File: src/rtl/alu_pipe.sv
// Registered ALU stage between decode and writeback/LSU.
// It has valid/ready handshakes on input and output and an iterative shift-add multiplier.
module alu_pipe #(
    parameter int WIDTH = 32,
    parameter int OPW   = 6
) (
    input  logic             clk,
    input  logic             rst,
    input  logic             in_valid,
    output logic             in_ready,
    input  logic [OPW-1:0]   op,
    input  logic [WIDTH-1:0] rs,
    input  logic [WIDTH-1:0] rt,
    input  logic [WIDTH-1:0] imm,
    output logic             out_valid,
    input  logic             out_ready,
    output logic [WIDTH-1:0] rd,
    output logic [WIDTH-1:0] A,
    output logic             zero,
    output logic             ovf,
    output logic             err
);

    localparam int CW = $clog2(WIDTH + 1);

    localparam logic [OPW-1:0] OP_ADD  = OPW'(6'b000000);
    localparam logic [OPW-1:0] OP_SUB  = OPW'(6'b000001);
    localparam logic [OPW-1:0] OP_ADDI = OPW'(6'b000010);
    localparam logic [OPW-1:0] OP_SUBI = OPW'(6'b000011);
    localparam logic [OPW-1:0] OP_AND  = OPW'(6'b001000);
    localparam logic [OPW-1:0] OP_OR   = OPW'(6'b001001);
    localparam logic [OPW-1:0] OP_XOR  = OPW'(6'b001010);
    localparam logic [OPW-1:0] OP_LW   = OPW'(6'b001100);
    localparam logic [OPW-1:0] OP_SW   = OPW'(6'b001101);
    localparam logic [OPW-1:0] OP_MUL  = OPW'(6'b010000);

    typedef enum logic {
        IDLE,
        MUL_BUSY
    } state_t;

    state_t           state_q, state_d;
    logic             out_valid_q, out_valid_d;
    logic [WIDTH-1:0] rd_q, rd_d;
    logic [WIDTH-1:0] a_q, a_d;
    logic             zero_q, zero_d;
    logic             ovf_q, ovf_d;
    logic             err_q, err_d;
    logic [WIDTH-1:0] mcand_q, mcand_d;
    logic [WIDTH-1:0] mplier_q, mplier_d;
    logic [WIDTH-1:0] acc_q, acc_d;
    logic [CW-1:0]    cnt_q, cnt_d;

    logic             accept;
    logic             is_sub;
    logic             use_imm;
    logic [WIDTH-1:0] add_b;
    logic [WIDTH-1:0] add_b_eff;
    logic [WIDTH-1:0] add_sum;
    logic             add_ovf;
    logic [WIDTH-1:0] ea;
    logic [WIDTH-1:0] alu_rd;
    logic [WIDTH-1:0] alu_a;
    logic             alu_ovf;
    logic             alu_err;
    logic             is_mul;
    logic [WIDTH-1:0] mul_step;

    assign in_ready = !rst && (state_q == IDLE) && (!out_valid_q || out_ready);
    assign accept   = in_valid && in_ready;

    // Overflow uses the negated subtrahend as the effective second operand.
    assign is_sub    = (op == OP_SUB) || (op == OP_SUBI);
    assign use_imm   = (op == OP_ADDI) || (op == OP_SUBI);
    assign add_b     = use_imm ? imm : rt;
    assign add_b_eff = is_sub ? (~add_b + WIDTH'(1)) : add_b;
    assign add_sum   = rs + add_b_eff;
    assign add_ovf   = (rs[WIDTH-1] == add_b_eff[WIDTH-1]) && (add_sum[WIDTH-1] != rs[WIDTH-1]);
    assign ea        = rs + imm;

    always_comb begin
        alu_rd  = '0;
        alu_a   = '0;
        alu_ovf = 1'b0;
        alu_err = 1'b0;
        is_mul  = 1'b0;
        case (op)
            OP_ADD, OP_SUB, OP_ADDI, OP_SUBI: begin
                alu_rd  = add_sum;
                alu_ovf = add_ovf;
            end
            OP_AND: alu_rd = rs & rt;
            OP_OR:  alu_rd = rs | rt;
            OP_XOR: alu_rd = rs ^ rt;
            OP_LW:  alu_a  = ea;
            OP_SW: begin
                alu_a  = ea;
                alu_rd = rt;
            end
            OP_MUL:  is_mul  = 1'b1;
            default: alu_err = 1'b1;
        endcase
    end

    assign mul_step = acc_q + (mplier_q[0] ? mcand_q : '0);

    always_comb begin
        state_d     = state_q;
        out_valid_d = out_valid_q;
        rd_d        = rd_q;
        a_d         = a_q;
        zero_d      = zero_q;
        ovf_d       = ovf_q;
        err_d       = err_q;
        mcand_d     = mcand_q;
        mplier_d    = mplier_q;
        acc_d       = acc_q;
        cnt_d       = cnt_q;
        case (state_q)
            IDLE: begin
                if (out_valid_q && out_ready) begin
                    out_valid_d = 1'b0;
                end
                if (accept) begin
                    if (is_mul) begin
                        mcand_d     = rs;
                        mplier_d    = rt;
                        acc_d       = '0;
                        cnt_d       = CW'(WIDTH);
                        out_valid_d = 1'b0;
                        state_d     = MUL_BUSY;
                    end else begin
                        rd_d        = alu_rd;
                        a_d         = alu_a;
                        zero_d      = (alu_rd == '0);
                        ovf_d       = alu_ovf;
                        err_d       = alu_err;
                        out_valid_d = 1'b1;
                    end
                end
            end
            MUL_BUSY: begin
                acc_d    = mul_step;
                mcand_d  = mcand_q << 1;
                mplier_d = mplier_q >> 1;
                cnt_d    = cnt_q - CW'(1);
                // The final iteration's sum goes straight to rd on the same edge.
                if (cnt_q == CW'(1)) begin
                    rd_d        = mul_step;
                    a_d         = '0;
                    zero_d      = (mul_step == '0);
                    ovf_d       = 1'b0;
                    err_d       = 1'b0;
                    out_valid_d = 1'b1;
                    state_d     = IDLE;
                end
            end
            default: state_d = IDLE;
        endcase
    end

    always_ff @(posedge clk) begin
        if (rst) begin
            state_q     <= IDLE;
            out_valid_q <= 1'b0;
            rd_q        <= '0;
            a_q         <= '0;
            zero_q      <= 1'b0;
            ovf_q       <= 1'b0;
            err_q       <= 1'b0;
            mcand_q     <= '0;
            mplier_q    <= '0;
            acc_q       <= '0;
            cnt_q       <= '0;
        end else begin
            state_q     <= state_d;
            out_valid_q <= out_valid_d;
            rd_q        <= rd_d;
            a_q         <= a_d;
            zero_q      <= zero_d;
            ovf_q       <= ovf_d;
            err_q       <= err_d;
            mcand_q     <= mcand_d;
            mplier_q    <= mplier_d;
            acc_q       <= acc_d;
            cnt_q       <= cnt_d;
        end
    end

    assign out_valid = out_valid_q;
    assign rd        = rd_q;
    assign A         = a_q;
    assign zero      = zero_q;
    assign ovf       = ovf_q;
    assign err       = err_q;

endmodule

File: config.mk
export PLATFORM = sky130hd
export DESIGN_NAME = alu_pipe
export DESIGN_NICKNAME = d
export VERILOG_FILES = /design/src/rtl/alu_pipe.sv
export SDC_FILE = /design/constraint.sdc
export NUM_CORES = 1
export LEC_CHECK = 0
export ABC_AREA = 1
export BUFFER_PORTS_ARGS = -buffer_cell sky130_fd_sc_hd__buf_2
export CORE_MARGIN = 2
export CORE_UTILIZATION = 50
export DETAILED_ROUTE_END_ITERATION = 12
export PLACE_DENSITY = 0.77
export SYNTH_ARGS = -nofsm -noshare
export SYNTH_HDL_FRONTEND = slang
export SYNTH_SLANG_ARGS = --single-unit
File: constraint.sdc
create_clock -name clk -period 5.3 [get_ports clk]
set_clock_uncertainty 0.05 [all_clocks]
set_input_delay 0.795 -clock clk [delete_from_list [all_inputs] [get_ports clk]]
set_output_delay 0.795 -clock clk [all_outputs]
set_load 0.02 [all_outputs]
==> metrics, run 1 <==
clock latency on the worst-skew pair=460 ps; most used cells in the layout excluding fill and tap cells=803 x sky130_fd_sc_hd__nand2_1, 342 x sky130_fd_sc_hd__inv_1, 188 x sky130_fd_sc_hd__a21oi_1; Yosys warnings=0; leakage power=8.84 nW; number of buffers and inverters on the critical path=3; total number of vias=between 15000 and 20000; H-tree depth reported by CTS=4; number of antenna violations at the first check in global routing=4; Yosys cell types=51; primary flip-flop cell chosen by synthesis mapping=sky130_fd_sc_hd__dfxtp_1; Setup TNS=0 ps; max-slew violations=0; share of the cycle needed by the critical path after routing=90.9%; wire length of the first global-routing pass=slightly above 90000 um; number of vias per cell after detailed routing=around 5.7; HP Class=register to register; number of remaining DRC errors=0; chip width=~180 um; count of fill cells added during filler insertion=roughly 3200; total die area=~34000 um^2; dpl ws=around 86 ps; CP max FO=12; slowest cell delay on critical path=approximately 390 ps; pwr dens=a little under 200 nW/um^2; multi-input combinational cell area=around 11000 um^2; setup bufs post-CTS=0; Hold Fails Final Rpt=0; clock tree from TritonCTS=built; storage element area=3430 um^2; final design utilization=56.6%; number of clock sinks=~170; DP Cell Count=roughly 3100; transition time at the pin with the least slew margin=1120 ps; Total Power Consumption=between 3 and 4 mW; Critical Setup Path Class=primary input to register; maximum number of pins on one net before global-route repair=between 80 and 90; average wire length per cell after detail routing=~18 um; number of rows in the core area=65; count of max-cap constraint violations=0; maximum VDD drop=about 0.24 mV; gate family responsible for the most delay along the worst path=simple AND/OR/NAND/NOR gates; Non-Filler Instances=around 3200; number of buffers added on ports=around 170; instance area after placement=between 15000 and 20000 um^2; setup repair after global routing missed its margin=false; overflow left after global routing=0; vias in the first global route=around 17000; layout overhead on the synthesized area=11.3%; Slew Limit Headroom=between 20 and 30%; highest attainable clock frequency=a little over 200 MHz; CTS clk-pin slew, worst paths=approximately 70 ps; post-synthesis sequential area ratio=a little over a fifth; detailed router's first-iteration violation count=1614; nets=3026; fin area=17900 um^2; post-synthesis cell count=approximately 2600; most common cell after layout, fill and taps aside=sky130_fd_sc_hd__nand2_1; number of enable flip-flop cells after synthesis=0; overall die height=between 150 and 200 um; ANT nets after route=0; fraction of synthesis flops using an asynchronous set or reset pin=0%; worst-path cell with the longest stage delay=sky130_fd_sc_hd__ha_1; kind of end point of the critical path=register; worst setup margin=484 ps; startpoint types=primary input; data arrival time at the worst-slack endpoint=between 5000 and 6000 ps; number of nets in the synthesized netlist=between 2000 and 3000; outcome=complete, no violations; GRT Total Usage=34.6%; root buffer cell=sky130_fd_sc_hd__clkbuf_16; number of detailed-route iterations in the first pass=6; gp weighted congestion=between 1 and 1.5; number of antenna diodes=0; final-layout worst hold slack=~420 ps; register bit count reported by yosys=between 150 and 200; fraction of layout cells with a size suffix above 1=about a tenth; Max Buffers Root-to-Sink=2; number of endpoints failing setup at the final stage=0; Core ar.=31600 um^2; mean instance size in the synthesized netlist=6.11 um^2; number of top-level design ports=around 180; critical path required time=roughly 5700 ps; wirelength, routed=just under 60000 um; Initial Util=between 50 and 60%; final HPWL from detailed placement=45700 um; post-layout min period=around 4800 ps; Mapped Area=around 16000 um^2; number of buffers added by the clock tree synthesis step=17
worst paths after layout:
kind,start,to,slack (ps),cells past startpoint
worst min register to register,A[0]$_SDFFE_PP0P_,A[0]$_SDFFE_PP0P_,420,2
worst max-delay path,op[5],zero$_SDFFE_PP0P_,480,30
worst max register to register,mplier_q[0]$_SDFFE_PP0P_,zero$_SDFFE_PP0P_,1750,19
worst min-delay path,A[0]$_SDFFE_PP0P_,A[0]$_SDFFE_PP0P_,420,2
area by class of cell:
| class | instances | area share (%) |
|---|---|---|
| multi-input cells | 2018 | 61.5 |
| clock inverters | 12 | 0.889 |
| flip-flops and latches | 171 | 19.2 |
| inverters | 346 | 7.27 |
| repair buffers | 197 | 5.85 |
| well taps | 402 | 2.81 |
| clock buffers | 19 | 2.48 |
logic make-up after synthesis:
group	Yosys count	share of synthesized area (%)
compound gates	526	19.0
xor+xnor	52	2.84
fa+ha+maj	169	13.3
buf+inv	438	10.5
flops	171	21.3
simple gates	1271	33.1
per-layer routing:
| layer | vias up | wire, um | track usage [%] |
|---|---|---|---|
| met5 | - | 33 | 0 |
| met4 | 4 | 2240 | 13.9 |
| met3 | 123 | 4350 | 4.88 |
| met2 | 770 | 26200 | 56.6 |
| met1 | 8295 | 25700 | 46.1 |
| li1 | 8947 | - | - |
cells in the mapped netlist, types with 19 or more instances:
cell type	count	share of area, %
sky130_fd_sc_hd__nor2_1	189	4.4
sky130_fd_sc_hd__nand4_1	64	2.5
sky130_fd_sc_hd__clkbuf_1	63	1.5
sky130_fd_sc_hd__dfxtp_1	171	21
sky130_fd_sc_hd__nor3_1	25	0.78
sky130_fd_sc_hd__ha_1	166	13
sky130_fd_sc_hd__o22ai_1	25	0.97
sky130_fd_sc_hd__nand2_1	803	19
sky130_fd_sc_hd__inv_1	343	8.0
sky130_fd_sc_hd__a21boi_0	24	1.1
sky130_fd_sc_hd__nand3_1	142	4.4
sky130_fd_sc_hd__o21ai_0	123	3.8
sky130_fd_sc_hd__a31oi_1	98	3.8
sky130_fd_sc_hd__buf_2	19	0.59
sky130_fd_sc_hd__a21oi_1	188	5.9
sky130_fd_sc_hd__xor2_1	34	1.9
what timing repair did:
item | 4_1_cts | 5_1_grt
endpoints found under the setup margin | 0 | 1
hold buffers | 0 | 0
gates resized for setup | 0 | 3
flip-flops by register name, summed over array words and instances, names as in the netlist:
| signal | count |
|---|---|
| mcand_q | 32 |
| state_q | 1 |
| cnt_q | 6 |
| A | 32 |
| zero | 1 |
| mplier_q | 32 |
| rd | 32 |
| acc_q | 32 |
| err | 1 |
| ovf | 1 |
| out_valid | 1 |
worst reg2reg max path, delay by kind of cell, from the launching register on:
family	cells	cell delay [ps]
adder cells (fa/ha/maj)	2	710
AND/OR/NAND/NOR	15	2010
flip-flops	1	610
buffers and inverters	2	130
where the power goes:
group	leakage [nW]	switching (mW)	total, mW	internal, mW
clock	0.291	0.601	1.32	0.721
sequential	1.38	0.0154	1.32	1.31
combinational	7.17	0.619	0.906	0.287
total	8.84	1.24	3.55	2.31
Note: power is estimated with default switching activity, not from simulation.
==> inputs of run 2 (changes only) <==
- ABC_AREA: 1 -> 0
==> run 2 against run 1 <==
Net effect:
- sequential cell count unchanged
- synthesized area down 6.6%
- critical path type unchanged
- combinational power up 14%
- critical endpoint is now rd[31]$_SDFFE_PP0P_
- core utilization up 5.0 points
- worst hold slack worse by 19 ps
- setup slack worse by 320 ps
==> metrics, run 2 <==
outcome=complete, no violations; kind of end point of the critical path=register; HP Class=register to register; Slew Limit Headroom=about a quarter; fraction of layout cells with a size suffix above 1=20.3%; ranking of synthesized cells by area=sky130_fd_sc_hd__dfxtp_1 23%, sky130_fd_sc_hd__ha_1 14%, sky130_fd_sc_hd__a21oi_1 8.6%, sky130_fd_sc_hd__nand2_1 5.6%, sky130_fd_sc_hd__a22oi_1 5.2%; CP max FO=5; CTS clk-pin slew, worst paths=70 ps; overflow left after global routing=0; Yosys cell types=85; multi-input combinational cell area=between 10000 and 15000 um^2; final design utilization=61.6%; storage element area=3430 um^2; total die area=~31000 um^2; transition time at the pin with the least slew margin=around 1100 ps; Mapped Area=approximately 15000 um^2; grt met3 use=roughly 4.6%; total number of vias=approximately 16000; Yosys warnings=0; overall die height=177 um; most common cell after layout, fill and taps aside=sky130_fd_sc_hd__a21oi_1; pwr dens=a little under 200 nW/um^2; simple-gate area share of the yosys netlist=around a fifth; wirelength, routed=around 53000 um; share of the synthesized netlist area taken by xor and xnor gates=under 10%; wire length of the first global-routing pass=just over 80000 um; maximum number of pins on one net before global-route repair=70; library cell occupying the most area in the post-synthesis netlist=sky130_fd_sc_hd__dfxtp_1; highest attainable clock frequency=about 200 MHz; number of endpoints failing setup at the final stage=0; number of buffers added by the clock tree synthesis step=17; number of enable flip-flop cells after synthesis=0; mean instance size in the synthesized netlist=7.45 um^2; Max Buffers Root-to-Sink=2; data arrival time at the worst-slack endpoint=around 5400 ps; number of clock sinks=around 170; ANT nets after route=0; max-slew violations=0; maximum VDD drop=approximately 0.22 mV; fraction of synthesis flops using an asynchronous set or reset pin=0%; startpoint types=primary input; average wire length per cell after detail routing=roughly 20 um; final-layout worst hold slack=397 ps; leading cell types by count after synthesis=257 x sky130_fd_sc_hd__a21oi_1, 224 x sky130_fd_sc_hd__nand2_1, 171 x sky130_fd_sc_hd__dfxtp_1; combinational family with the most area after synthesis=compound AO/OA/AOI/OAI gates; final HPWL from detailed placement=between 40000 and 50000 um; gp weighted congestion=a little under 1; Hold Fails Final Rpt=0; number of detailed-route iterations in the first pass=6; number of vias per cell after detailed routing=roughly 6.1; Worst R2R Setup Slack=between 700 and 800 ps; H-tree depth reported by CTS=4; GRT Total Usage=approximately 33%; vias in the first global route=15200; layout overhead on the synthesized area=21.7%; primary flip-flop cell chosen by synthesis mapping=sky130_fd_sc_hd__dfxtp_1; count of fill cells added during filler insertion=~2800; most used cells in the layout excluding fill and tap cells=251 x sky130_fd_sc_hd__a21oi_1, 224 x sky130_fd_sc_hd__nand2_1, 192 x sky130_fd_sc_hd__buf_4; library cell with the highest instance count after synthesis=sky130_fd_sc_hd__a21oi_1; clock tree from TritonCTS=built; number of nets in the synthesized netlist=~2300; share of the cycle needed by the critical path after routing=between 90 and 100%; number of rows in the core area=63; number of remaining DRC errors=0; post-layout min period=5130 ps; met2 GRT Util=between 50 and 60%; share of the synthesized area in the top cell type=22.8%; fin area=about 18000 um^2; clock latency on the worst-skew pair=470 ps; routing usage on met1=approximately half; number of buffers added to fix hold violations after cts=0; instance area after placement=about 17000 um^2; leakage power=roughly 8 nW; fraction of the mapped netlist area in adder cells=about 14%; post-synthesis cell count=between 2000 and 2500; number of top-level design ports=175; detailed router's first-iteration violation count=around 1800; critical path required time=roughly 5600 ps; root buffer cell=sky130_fd_sc_hd__clkbuf_16; synthesized-area fraction occupied by ao, oa, aoi and oai cells=a little under a third; chip width=around 180 um; count of max-cap constraint violations=0; nets=about 2600; Setup TNS=0 ps; Core ar.=approximately 30000 um^2; Critical Setup Path Class=primary input to register; mux share of post-synthesis cell area=less than 1%; Initial Util=50.6%; register bit count reported by yosys=approximately 170; number of buffers added on ports=between 150 and 200; number of antenna violations at the first check in global routing=1; post-synthesis sequential area ratio=22.8%; layer with the highest usage=met2
run 2: cell count changes after synthesis, sizes merged, moves of 69 or more:
cell | before | now
a22oi | 0 | 104
nand3 | 145 | 36
a31oi | 98 | 29
a21oi | 188 | 258
nand2 | 806 | 225
inv | 345 | 92
run 2: layout make-up:
cell class	count	area share (%)
diodes	1	0.0137
clock buffers	18	2.35
clock inverters	14	0.835
inverters	93	1.91
multi-input cells	1638	60.5
flip-flops and latches	171	18.8
well taps	390	2.67
repair buffers	369	12.9
run 2: power breakdown:
part           switching (mW)  leakage [nW]  internal (mW)
clock                   0.626         0.280          0.667
combinational           0.590          6.30          0.441
sequential            0.00528          1.38           1.29
total                    1.22          7.96           2.40
run 2: metal layers:
metal	part of all wire [%]	up-vias
met5	0	-
met1	47	7676
met3	8.3	83
met2	43	719
li1	-	7902
met4	2.1	0
run 2: kinds of logic after synthesis:
group / Yosys count
fa+ha+maj: 169
xor+xnor: 107
simple gates: 646
compound gates: 704
buf+inv: 206
flops: 171
mux: 12
run 2: final timing paths:
kind / start / endpoint / cells after the start
setup / recovery: op[5] / rd[31]$_SDFFE_PP0P_ / 25
hold / removal: rd[26]$_SDFFE_PP0P_ / rd[26]$_SDFFE_PP0P_ / 2
setup reg to reg: mplier_q[0]$_SDFFE_PP0P_ / zero$_SDFFE_PP0P_ / 14
hold reg to reg: rd[26]$_SDFFE_PP0P_ / rd[26]$_SDFFE_PP0P_ / 2
run 2: metrics by stage:
stage | std cells | setup slack [ps] | total power [mW]
detailed placement | 2656 | -403 | 2.30
finish | 2694 | 168 | 3.62
CTS | 2688 | 36.1 | 3.59
global route | 2694 | -67.7 | 3.78
global placement | 2656 | -341 | 2.29
floorplan | 2015 | -273 | 1.89
run 2: timing repair:
item,in CTS,in global routing
setup buffers,0,5
setup endpoints to repair,0,11
gates resized for setup,0,37
run 2: critical path, stage by stage:
cell                        delay [ps]
sky130_fd_sc_hd__buf_2             130
sky130_fd_sc_hd__nor4_4            540
sky130_fd_sc_hd__and2_4            280
sky130_fd_sc_hd__nor2_1             60
sky130_fd_sc_hd__a21o_1            180
sky130_fd_sc_hd__inv_2              70
sky130_fd_sc_hd__ha_4              140
sky130_fd_sc_hd__a21boi_4          200
sky130_fd_sc_hd__nor3b_4           240
sky130_fd_sc_hd__nand3_2           110
sky130_fd_sc_hd__o21bai_4          190
sky130_fd_sc_hd__nand2b_4          160
sky130_fd_sc_hd__nand2_1            80
sky130_fd_sc_hd__xor2_1            150
sky130_fd_sc_hd__ha_1              260
sky130_fd_sc_hd__a21o_1            180
sky130_fd_sc_hd__a21o_1            180
sky130_fd_sc_hd__a21o_1            190
sky130_fd_sc_hd__a31o_4            250
sky130_fd_sc_hd__nor3_4            120
sky130_fd_sc_hd__a21oi_2            80
sky130_fd_sc_hd__a21oi_2           170
sky130_fd_sc_hd__xor2_1            210
sky130_fd_sc_hd__a21oi_1           120
sky130_fd_sc_hd__a2111oi_2         360
